==> config.mk <==
export PLATFORM = sky130hd
export DESIGN_NAME = multi_fifo_arbiter
export DESIGN_NICKNAME = d
export VERILOG_FILES = /design/src/rtl/multi_fifo_arbiter.sv
export SDC_FILE = /design/constraint.sdc
export NUM_CORES = 1
export LEC_CHECK = 0
export ABC_CLOCK_PERIOD_IN_PS = 6890
export CAP_MARGIN = 20
export CORE_UTILIZATION = 43
export CTS_CLUSTER_SIZE = 25
export DETAILED_ROUTE_END_ITERATION = 16
export PLACE_DENSITY = 0.84
export SLEW_MARGIN = 0
export SYNTH_ARGS = -nofsm -noshare
export SYNTH_HDL_FRONTEND = slang
export SYNTH_SLANG_ARGS = --single-unit
==> constraint.sdc <==
create_clock -name CLK -period 6.89 [get_ports CLK]
set_input_delay 1.378 -clock CLK [delete_from_list [all_inputs] [get_ports CLK]]
set_output_delay 1.378 -clock CLK [all_outputs]
set_load 0.01 [all_outputs]
==> src/rtl/multi_fifo_arbiter.sv <==
// Round-robin arbiter draining N_CH first-word-fall-through FIFOs into one registered output stream.
// Supports packet hold, an optional burst limit and downstream backpressure.
module multi_fifo_arbiter #(
    parameter int N_CH       = 7,
    parameter int DATA_WIDTH = 32,
    parameter int MAX_BURST  = 16,
    localparam int CH_BITS   = $clog2(N_CH)
) (
    input  logic                         CLK,
    input  logic                         RST_N,
    input  logic [N_CH-1:0]              CH_ENABLE,
    input  logic [N_CH-1:0]              WRITE_REQ,
    input  logic [N_CH-1:0]              HOLD_REQ,
    input  logic [N_CH*DATA_WIDTH-1:0]   DATA_IN,
    output logic [N_CH-1:0]              READ_GRANT,
    input  logic                         READY_OUT,
    output logic                         WRITE_OUT,
    output logic [DATA_WIDTH-1:0]        DATA_OUT,
    output logic [CH_BITS-1:0]           CURRENT_CH
);

    localparam int BC_W = (MAX_BURST == 0) ? 1 : $clog2(MAX_BURST + 1);
    localparam logic [BC_W-1:0] BURST_MAX = BC_W'(MAX_BURST);

    typedef enum logic {IDLE, SERVE} state_t;

    // Saturating count; with MAX_BURST=0 the limit is 0, so the counter never moves.
    function automatic logic [BC_W-1:0] sat_inc(input logic [BC_W-1:0] v);
        return (v >= BURST_MAX) ? v : v + 1'b1;
    endfunction

    state_t                  state_q, state_d;
    logic [CH_BITS-1:0]      ptr_q, ptr_d;
    logic [CH_BITS-1:0]      cur_q, cur_d;
    logic [BC_W-1:0]         burst_cnt_q, burst_cnt_d;
    logic                    write_out_q, write_out_d;
    logic [DATA_WIDTH-1:0]   data_out_q, data_out_d;
    logic [CH_BITS-1:0]      current_ch_q, current_ch_d;

    logic [N_CH-1:0]         eligible;
    logic [N_CH-1:0]         read_grant;
    logic [CH_BITS-1:0]      cand;
    logic [CH_BITS-1:0]      sel_idx;
    logic                    sel_found;
    logic                    cur_grant;
    logic [BC_W-1:0]         cnt_inc;
    logic                    limit_hit;
    logic                    leave;

    always_comb begin
        eligible     = WRITE_REQ & CH_ENABLE;
        read_grant   = '0;
        cand         = '0;
        sel_idx      = '0;
        sel_found    = 1'b0;
        cur_grant    = 1'b0;
        cnt_inc      = sat_inc(burst_cnt_q);
        limit_hit    = 1'b0;
        leave        = 1'b0;
        state_d      = state_q;
        ptr_d        = ptr_q;
        cur_d        = cur_q;
        burst_cnt_d  = burst_cnt_q;
        write_out_d  = 1'b0;
        data_out_d   = data_out_q;
        current_ch_d = current_ch_q;

        // Search starts just after the last served channel so service rotates fairly.
        for (int i = 1; i <= N_CH; i++) begin
            cand = CH_BITS'((int'(ptr_q) + i) % N_CH);
            if (!sel_found && eligible[cand]) begin
                sel_found = 1'b1;
                sel_idx   = cand;
            end
        end

        if (state_q == SERVE) begin
            cur_grant           = READY_OUT & WRITE_REQ[cur_q] & CH_ENABLE[cur_q];
            read_grant[cur_q]   = cur_grant;
            limit_hit = (MAX_BURST != 0) && cur_grant && (cnt_inc == BURST_MAX);
            leave     = !CH_ENABLE[cur_q]
                      || (!WRITE_REQ[cur_q] && !HOLD_REQ[cur_q])
                      || (limit_hit && !HOLD_REQ[cur_q]);
            if (READY_OUT) begin
                if (cur_grant) begin
                    burst_cnt_d = cnt_inc;
                end
                if (leave) begin
                    state_d = IDLE;
                    ptr_d   = cur_q;
                end
            end
        end else if (sel_found) begin
            state_d     = SERVE;
            cur_d       = sel_idx;
            burst_cnt_d = '0;
        end

        if (cur_grant) begin
            write_out_d  = 1'b1;
            data_out_d   = DATA_IN[cur_q*DATA_WIDTH +: DATA_WIDTH];
            current_ch_d = cur_q;
        end
    end

    always_ff @(posedge CLK or negedge RST_N) begin
        if (!RST_N) begin
            state_q      <= IDLE;
            ptr_q        <= CH_BITS'(N_CH - 1);
            cur_q        <= '0;
            burst_cnt_q  <= '0;
            write_out_q  <= 1'b0;
            data_out_q   <= '0;
            current_ch_q <= '0;
        end else begin
            state_q      <= state_d;
            ptr_q        <= ptr_d;
            cur_q        <= cur_d;
            burst_cnt_q  <= burst_cnt_d;
            write_out_q  <= write_out_d;
            data_out_q   <= data_out_d;
            current_ch_q <= current_ch_d;
        end
    end

    assign READ_GRANT = read_grant;
    assign WRITE_OUT  = write_out_q;
    assign DATA_OUT   = data_out_q;
    assign CURRENT_CH = current_ch_q;

endmodule

=== Word-level counts from Yosys, hierarchy flattened ===
Index checks and enable logic that the tools add are counted.

* Input bits: 248
* Logic and storage cells: 114
* Bits in registers: 48
* Output and inout bits: 43

* Divide/modulo/power cells: 7
* Reduce and logical (&&, ||, !) cells: 25
* Equality and inequality tests: 3
* Shift-type cells: 1
* $add $sub $neg: 8
* Order comparisons: 10
* Bitwise logic cells: 5
* Multiplexer cells: 48

{| class="wikitable"
|+ Operators with widths
! cell !! count
|-
| $mod A32 B4 Y32 const B || 7
|-
| $shiftx A224 B9 Y32 || 1
|-
| $lt A3 B4 Y1 const B || 8
|-
| $bmux W1 S3 || 10
|-
| $mux W5 || 5
|-
| $mux W1 || 24
|-
| $mux W3 || 7
|-
| $add A3 B3 Y4 const B || 4
|-
| $and A7 B7 Y7 || 2
|-
| $logic_and A1 B1 Y1 || 10
|-
| $logic_not A1 Y1 || 9
|-
| $add A3 B2 Y4 const B || 2
|-
| $mux W7 || 1
|-
| $reduce_and A3 Y1 || 2
|-
| $add A5 B1 Y5 const B || 1
|-
| $eq A5 B5 Y1 const B || 1
|-
| $ge A5 B5 Y1 const B || 1
|-
| $add A3 B1 Y4 const B || 1
|-
| $demux W1 S3 || 1
|-
| $ge A3 B1 Y1 const B || 1
|-
| $and A1 B1 Y1 || 2
|-
| $logic_or A1 B1 Y1 || 2
|-
| $ne A2 B1 Y1 const B || 1
|-
| $ne A2 B2 Y1 const B || 1
|-
| other kinds (3) || 3
|}

=== Depth between registers and ports, before layout ===
Gate-level depths: netlist of the first run.

* Depth in word-level cells: 25
* Gate-level depth with buffers: 19
* Depth with buffers taken out: 16

=== Worst setup path before layout of the first run ===
OpenSTA, ideal clock, no wires.

* Kind: register -> register
* Start: reg ptr_q[0]
* End: reg cur_q[1]
* Data required time: 6.772 ns
* Arrival: 4.969 ns
* Clock period less this slack: 5.087 ns
* Setup time: 0.118 ns
* Slack: 1.803 ns
* Stages on the path, launching flop included: 20
* Cells stage by stage: dfrtp_1 -> buf_2 -> inv_2 -> buf_1 -> ha_1 -> clkbuf_1 -> xor2_1 -> inv_1 -> ha_1 -> ha_1 -> a211oi_1 -> nand2_1 -> nand2_1 -> mux2_2 -> a221oi_1 -> and2_0 -> o21ai_1 -> o41ai_4 -> mux2_1 -> a21o_1

* Cells in the longest elaborated chain, start to end: 24
* Elaborated cells on any way between the ends: 55

{| class="wikitable"
|+ Ends and longest elaborated chain
! what !! line !! RTL
|-
| start, declared || 33 || <nowiki>logic [CH_BITS-1:0] ptr_q, ptr_d;</nowiki>
|-
| start signal, assigned || 109 || <nowiki>ptr_q <= CH_BITS'(N_CH - 1);</nowiki>
|-
| start signal, assigned || 117 || <nowiki>ptr_q <= ptr_d;</nowiki>
|-
| $add A3 B1 Y4 || 70 || <nowiki>cand = CH_BITS'((int'(ptr_q) + i) % N_CH);</nowiki>
|-
| $mod A32 B4 Y32 || 70 ||
|-
| $bmux W1 S3 || 71 || <nowiki>if (!sel_found && eligible[cand]) begin</nowiki>
|-
| $mux W1 (not written as such) || 71 ||
|-
| $mux W1 || 71 ||
|-
| $logic_not A1 Y1 || 71 ||
|-
| $logic_and A1 B1 Y1 || 71 ||
|-
| $mux W1 || 71 ||
|-
| [8 not listed] || - ||
|-
| $mux W1 || 71 ||
|-
| $logic_not A1 Y1 || 71 ||
|-
| $logic_and A1 B1 Y1 || 71 ||
|-
| $mux W1 || 71 ||
|-
| $logic_not A1 Y1 || 71 ||
|-
| $logic_and A1 B1 Y1 || 71 ||
|-
| $mux W1 || 71 ||
|-
| $reduce_and A2 Y1 (no source line) || - ||
|-
| end signal, assigned || 118 || <nowiki>cur_q <= cur_d;</nowiki>
|-
| end, declared || 34 || <nowiki>logic [CH_BITS-1:0] cur_q, cur_d;</nowiki>
|}

Several ways; a longest one is shown, not always the timed one. The select of a mux whose other input is x is not followed.
A chain may end at the register's enable or synchronous reset.

=== Worst setup path in the final report of the first run ===
* Start: in WRITE_REQ[5]
* End: out READ_GRANT[0]

* Cells in the longest elaborated chain, start to end: 6

{| class="wikitable"
|+ Ends and longest elaborated chain
! what !! line !! RTL
|-
| start, declared || 12 || <nowiki>input logic [N_CH-1:0] WRITE_REQ,</nowiki>
|-
| $bmux W1 S3 || 78 || <nowiki>cur_grant = READY_OUT & WRITE_REQ[cur_q] & CH_ENABLE[cur_q];</nowiki>
|-
| $mux W1 (not written as such) || 78 ||
|-
| $and A1 B1 Y1 (2 in series) || 78 ||
|-
| $and A7 B7 Y7 (no source line) || - ||
|-
| $mux W7 || 77 || <nowiki>if (state_q == SERVE) begin</nowiki>
|-
| end, declared || 15 || <nowiki>output logic [N_CH-1:0] READ_GRANT,</nowiki>
|}

Every way passes these cells. The select of a mux whose other input is x is not followed.

==> out/metrics.yaml, run 1 <==
clkSinkCount: 48
synth_fp_nets: 1096
crit_buf_inv: 2
cap_violations: 0
setup_tns_ns: 0
combPwrFrac_pct: 80.6
overflow: 0
min_path_type: "reg -> reg"
holdBufCountCts: 0
gp_congestion: 1.02
io_pins: 291
cp_slowest_cell: "nor4_1"
core_area_sq_um: 13900
area.sequential_sq_um: 1210
initial_utilization_pct: 44.1
cts_root_buffer: "clkbuf_16"
clkTransAtPathRegs_ns: 0.07
wl_per_cell_um: 21.7
synthCells: 825
rsz0062_at_grt: "false"
ir_drop_uv: 304
ys_types: 78
h-tree-depth: 2
ys.flop_type: "dfrtp_1"
num-fill-cells: 1180
finalNetCount: 1347
clkPwrFrac_pct: 5.7
leakage_uw: 0.00367
place_area_sq_um: 9130
crit_arrival_ns: 4.25
min_period_ns: 5.62
crit_type: "in -> out"
first_pass_iters: 5
synth_edf_count: 0
grt_usage_pct: 36.8
crit_top_cell: "clkdlybuf4s50_1"
hold_ws_ns: 0.509
grt_pass1_wl_um: 40400
finClkSkew_ns: 0.0129
finalCritPeriodShare_pct: 81.6
die_h_um: 121
cts_buffers: 5
postRouteAntennaNets: 0
crit_chain: "clkdlybuf4s50_1 -> nand3b_1 -> o211ai_1 -> o21ai_0 -> nor4_1 -> nor3b_1 -> clkdlybuf4s50_1"
clock_latency_ns: 0.30
drc_errors: 0
synth-seq-area-share_pct: 19.7
max_clock_freq_ghz: 0.178
total_power_uw: 4590
setup_viol: 0
critPathRequiredTime_ns: 5.51
port_buffers: 290
tightest_slew_ns: 1.15
cp_max_fo: 4
rows: 43
switching_share_pct: 53.0
seqPwrFrac_pct: 13.7
die_area_sq_um: 14700
syn_area_per_cell_sq_um: 7.42
maxSlewHeadroom_pct: 22.4
routed_via_density: 6.01
hold_viol: 0
final_max_slew_viol_count: 0
postLayoutCellArea_sq_um: 9290
status: "finished, final reports clean"
die_w_um: 121
p_int_uw: 2160
yosysWarnings: 0
multi_input_area_sq_um: 4620
power-per-cell-area_nw_per_um2: 494
vias: 7580
final_cell_mix: "clkdlybuf4s50_1 (289), a21oi_1 (155), nor2_1 (143), mux2i_1 (76)"
antenna_found_initial: 7
mostFrequentLayoutCell: "clkdlybuf4s50_1"
drt_wl_total_um: 27400
switching_power_uw: 2430
netlist_area_sq_um: 6120
post-cts-setup-buffers: 0
final_core_util_pct: 66.9
cts_resized: 0
async_reset_ff_share_pct: 100
cts_tree: "yes"
start_kind: "primary input"
grt_max_degree: 71
area_delta_synth_final_pct: 51.7
crit_family: "simple AND/OR/NAND/NOR gates"
crit_path_end_kind: "primary output"
ys_ff_latch: 48
cts_buffer_depth: 2
drive_gt1_share_pct: 5.20
worst_path_largest_cell_delay_ns: 0.98
grt_pass1_vias: 6847
dp_hpwl_um: 21400
drtIter0Drc: 791
==> final cells by class <==
cell class	instances	area share [%]
timing repair buffer	305	32.4
sequential	48	13.0
multi-input combinational	699	49.8
tap	180	2.42
inverter	17	0.687
clock buffer	8	1.58
antenna	4	0.108
==> synthesized netlist by cell type, types with 4 or more instances <==
cell type / instances / share of area, %
dfrtp_1: 46 / 19
nor3b_1: 7 / 0.86
buf_1: 19 / 1.2
xnor2_1: 12 / 1.7
and3b_1: 4 / 0.57
o211ai_1: 9 / 1.1
nand3_1: 11 / 0.90
a21oi_1: 155 / 13
mux2i_1: 76 / 12
nand2_1: 33 / 2.0
and2_1: 10 / 1.0
nand4_1: 5 / 0.51
a21o_1: 7 / 0.86
buf_2: 4 / 0.33
nor2_1: 143 / 8.8
o31a_1: 5 / 0.72
ha_1: 23 / 4.7
mux2_2: 10 / 1.8
inv_1: 15 / 0.92
a221oi_1: 4 / 0.57
clkbuf_1: 36 / 2.2
nor3_1: 10 / 0.82
a311oi_1: 4 / 0.57
and3_1: 4 / 0.41
o21ai_0: 15 / 1.2
a211oi_1: 43 / 5.3
nor4_1: 6 / 0.61
nand4b_1: 4 / 0.57
a31oi_1: 10 / 1.0
nand2b_1: 8 / 0.82
mux4_2: 4 / 1.5
o31ai_1: 4 / 0.49
a2111oi_0: 4 / 0.57
nor2b_1: 7 / 0.72
==> state kept, by name (all words and copies together) (netlist names) <==
name / cells
CURRENT_CH: 3
DATA_OUT: 32
WRITE_OUT: 1
burst_cnt_q: 5
cur_q: 3
ptr_q: 3
state_q: 1
==> final timing paths <==
path | start | endpoint | slack, ns | depth (start not counted)
worst min register to register | CURRENT_CH[0] | CURRENT_CH[0] | 0.51 | 1
worst min-delay path | CURRENT_CH[0] | CURRENT_CH[0] | 0.51 | 1
worst max register to register | ptr_q[0] | cur_q[1] | 1.49 | 15
max in group asynchronous | RST_N | cur_q[2] | 5.18 | 2
worst max-delay path | WRITE_REQ[5] | READ_GRANT[0] | 1.27 | 7
min in group asynchronous | RST_N | DATA_OUT[17] | 1.19 | 2
==> routing by layer <==
metal  part of all wire, %  GRT usage, %
met1                    40          48.1
met2                    46          57.2
met3                    11          12.1
met4                   2.7          10.4
met5                 0.084             0
==> power groups by stage <==
stage	combinational, uW	sequential, uW	clock (uW)
after floorplan	2580	555	0
after global placement	3590	621	0
after detailed placement	3620	622	0
after CTS	3640	621	261
after global routing	4020	649	271
final	3700	628	261
==> cells by family after synthesis <==
| logic type | after synthesis | synth area share [%] |
|---|---|---|
| AO/OA/AOI/OAI | 303 | 31.7 |
| XOR/XNOR | 15 | 2.27 |
| adder cells (fa/ha/maj) | 23 | 4.70 |
| buffers and inverters | 78 | 5.05 |
| flip-flops | 48 | 19.7 |
| multiplexers | 92 | 16.3 |
| AND/OR/NAND/NOR | 266 | 20.4 |
==> stage by stage <==
stage          worst slack, ns  cells
5_1_grt                   1.12   1257
6_report                  1.27   1261
4_1_cts                   1.36   1257
2_1_floorplan             1.80    825
3_5_place_dp              1.37   1249
3_3_place_gp              1.44   1249
Note: power is estimated with default switching activity, not from simulation.
==> run 2, diff against run 1 <==
--- a/config.mk
+++ b/config.mk
@@ -5,7 +5,7 @@
 export SDC_FILE = /design/constraint.sdc
 export NUM_CORES = 1
 export LEC_CHECK = 0
-export ABC_CLOCK_PERIOD_IN_PS = 6890
+export ABC_CLOCK_PERIOD_IN_PS = 5450
 export CAP_MARGIN = 20
 export CORE_UTILIZATION = 43
 export CTS_CLUSTER_SIZE = 25
==> constraint.sdc (replaced) <==
create_clock -name CLK -period 5.45 [get_ports CLK]
set_input_delay 1.09 -clock CLK [delete_from_list [all_inputs] [get_ports CLK]]
set_output_delay 1.09 -clock CLK [all_outputs]
set_load 0.01 [all_outputs]
==> run 2 against run 1 <==
Non-clock buffer count increased by 3. Final cell count increased by 0.24%. First-iteration DRC count decreased by 0.76%. Combinational power increased by 27%. Critical path type is now reg -> reg. Largest power group unchanged. Die area unchanged. Global-route usage increased by 0.69 points. Design area increased by 0.75%. Critical path depth increased by 8. Sequential share of layout area decreased by 0.098 points.
==> out/metrics.yaml, run 2 (same netlist as run 1, synthesis figures left out) <==
place_area_sq_um: 9150
drtIter0Drc: 785
grt_pass1_wl_um: 41200
overflow: 0
leakage_uw: 0.00371
antenna_found_initial: 5
reg2regPathDepth: 15
finClkSkew_ns: 0.00948
r2r_end: "cur_q[1]"
tightest_slew_ns: 0.852
min_path_type: "reg -> reg"
finalNonFillerCells: 1264
finalNetCount: 1350
total_power_uw: 5930
die_h_um: 121
core_area_sq_um: 13900
first_pass_iters: 5
num-fill-cells: 1213
clkSinkCount: 48
area.sequential_sq_um: 1210
worstReg2RegStart: "ptr_q[1]"
rsz0062_at_grt: "false"
startpoint: "ptr_q[1]"
postRouteAntennaNets: 0
cts_tree: "yes"
drt_wl_total_um: 27600
crit_arrival_ns: 5.33
routed_via_density: 6.04
grt_max_degree: 78
grt_pass1_vias: 7181
initial_utilization_pct: 44.1
final_max_slew_viol_count: 0
io_pins: 291
cts_buffer_depth: 2
hold_viol: 0
gp_congestion: 0.981
crit_type: "reg -> reg"
critPathRequiredTime_ns: 5.64
wl_per_cell_um: 21.8
postLayoutCellArea_sq_um: 9360
setup_tns_ns: 0
crit_path_end_kind: "flip-flop"
drive_gt1_share_pct: 5.65
die_w_um: 121
cp_max_fo: 10
clock_latency_ns: 0.31
cts_root_buffer: "clkbuf_16"
post-cts-setup-buffers: 0
dp_hpwl_um: 21400
status: "finished, final reports clean"
final_core_util_pct: 67.4
start_kind: "flip-flop"
cap_violations: 0
min_period_ns: 5.13
finalCritPeriodShare_pct: 94.2
rrSetupSlack_ns: 0.32
multi_input_area_sq_um: 4620
final_cell_mix: "clkdlybuf4s50_1 (289), a21oi_1 (155), nor2_1 (143), mux2i_1 (76)"
hold_depth: 1
cts_resized: 0
clkTransAtPathRegs_ns: 0.08
die_area_sq_um: 14700
hold_start: "CURRENT_CH[2]"
rows: 43
h-tree-depth: 2
drc_errors: 0
port_buffers: 290
grt_usage_pct: 37.4
area_delta_synth_final_pct: 52.9
ir_drop_uv: 321
cts_buffers: 5
mostFrequentLayoutCell: "clkdlybuf4s50_1"
power-per-cell-area_nw_per_um2: 634
whs_endpoint: "CURRENT_CH[2]"
dpl.cell_count: 1252
max_clock_freq_ghz: 0.195
holdBufCountCts: 0
vias: 7637
largest_reg_flops: 32
setup_viol: 0
maxSlewHeadroom_pct: 43.2
-- run 2: cell types whose count changed in the layout (fill, tap and decap cells not counted) --
cell / delta
buf_4: +3
bufinv_16: +2
clkbuf_1: -2
clkbuf_8: -1
inv_6: +1
-- run 2: critical path: stages (launching register included) --
cell      delay, ns
dfstp_2        0.64
ha_1           0.41
xnor2_2        0.24
inv_1          0.14
ha_1           0.23
ha_1           0.29
nand3b_1       0.19
o31ai_1        0.57
a21oi_1        0.15
o32ai_1        0.31
a211oi_1       0.10
nor2_1         0.39
nand2b_1       0.30
o41ai_4        0.54
mux2_1         0.37
a21o_1         0.16
-- run 2: layout make-up --
class / instances / share of cell area, %
Antenna cell: 4 / 0.107
Clock buffer: 5 / 1.34
Clock inverter: 3 / 0.735
Inverter: 17 / 0.682
Multi-Input combinational cell: 699 / 49.4
Sequential cell: 48 / 12.9
Tap cell: 180 / 2.41
Timing Repair Buffer: 308 / 32.4
-- run 2: how the worst max path moves through the flow --
stage                to
2_1_floorplan  cur_q[1]
3_3_place_gp   cur_q[1]
3_5_place_dp   cur_q[1]
4_1_cts        cur_q[1]
5_1_grt        cur_q[1]
6_report       cur_q[1]
-- run 2: report_power, final --
| group | internal (uW) | switching [uW] |
|---|---|---|
| Clock | 266 | 165 |
| Sequential | 536 | 266 |
| Combinational | 2020 | 2680 |
-- run 2: per-layer routing --
metal / part of all wire [%] / wire length [um] / global-route usage, %
met5: 0.047 / 13 / 0
met4: 3.1 / 855 / 13.8
met3: 11 / 2960 / 10.7
met2: 45 / 12400 / 57.2
met1: 41 / 11400 / 49.7
-- run 2: per-stage QoR --
step	hold WS (ns)	worst slack [ns]
after floorplan	0.509	0.363
after global placement	0.490	0.658
after detailed placement	0.495	0.467
after CTS	0.513	0.440
after global routing	0.537	0.0367
final	0.513	0.316
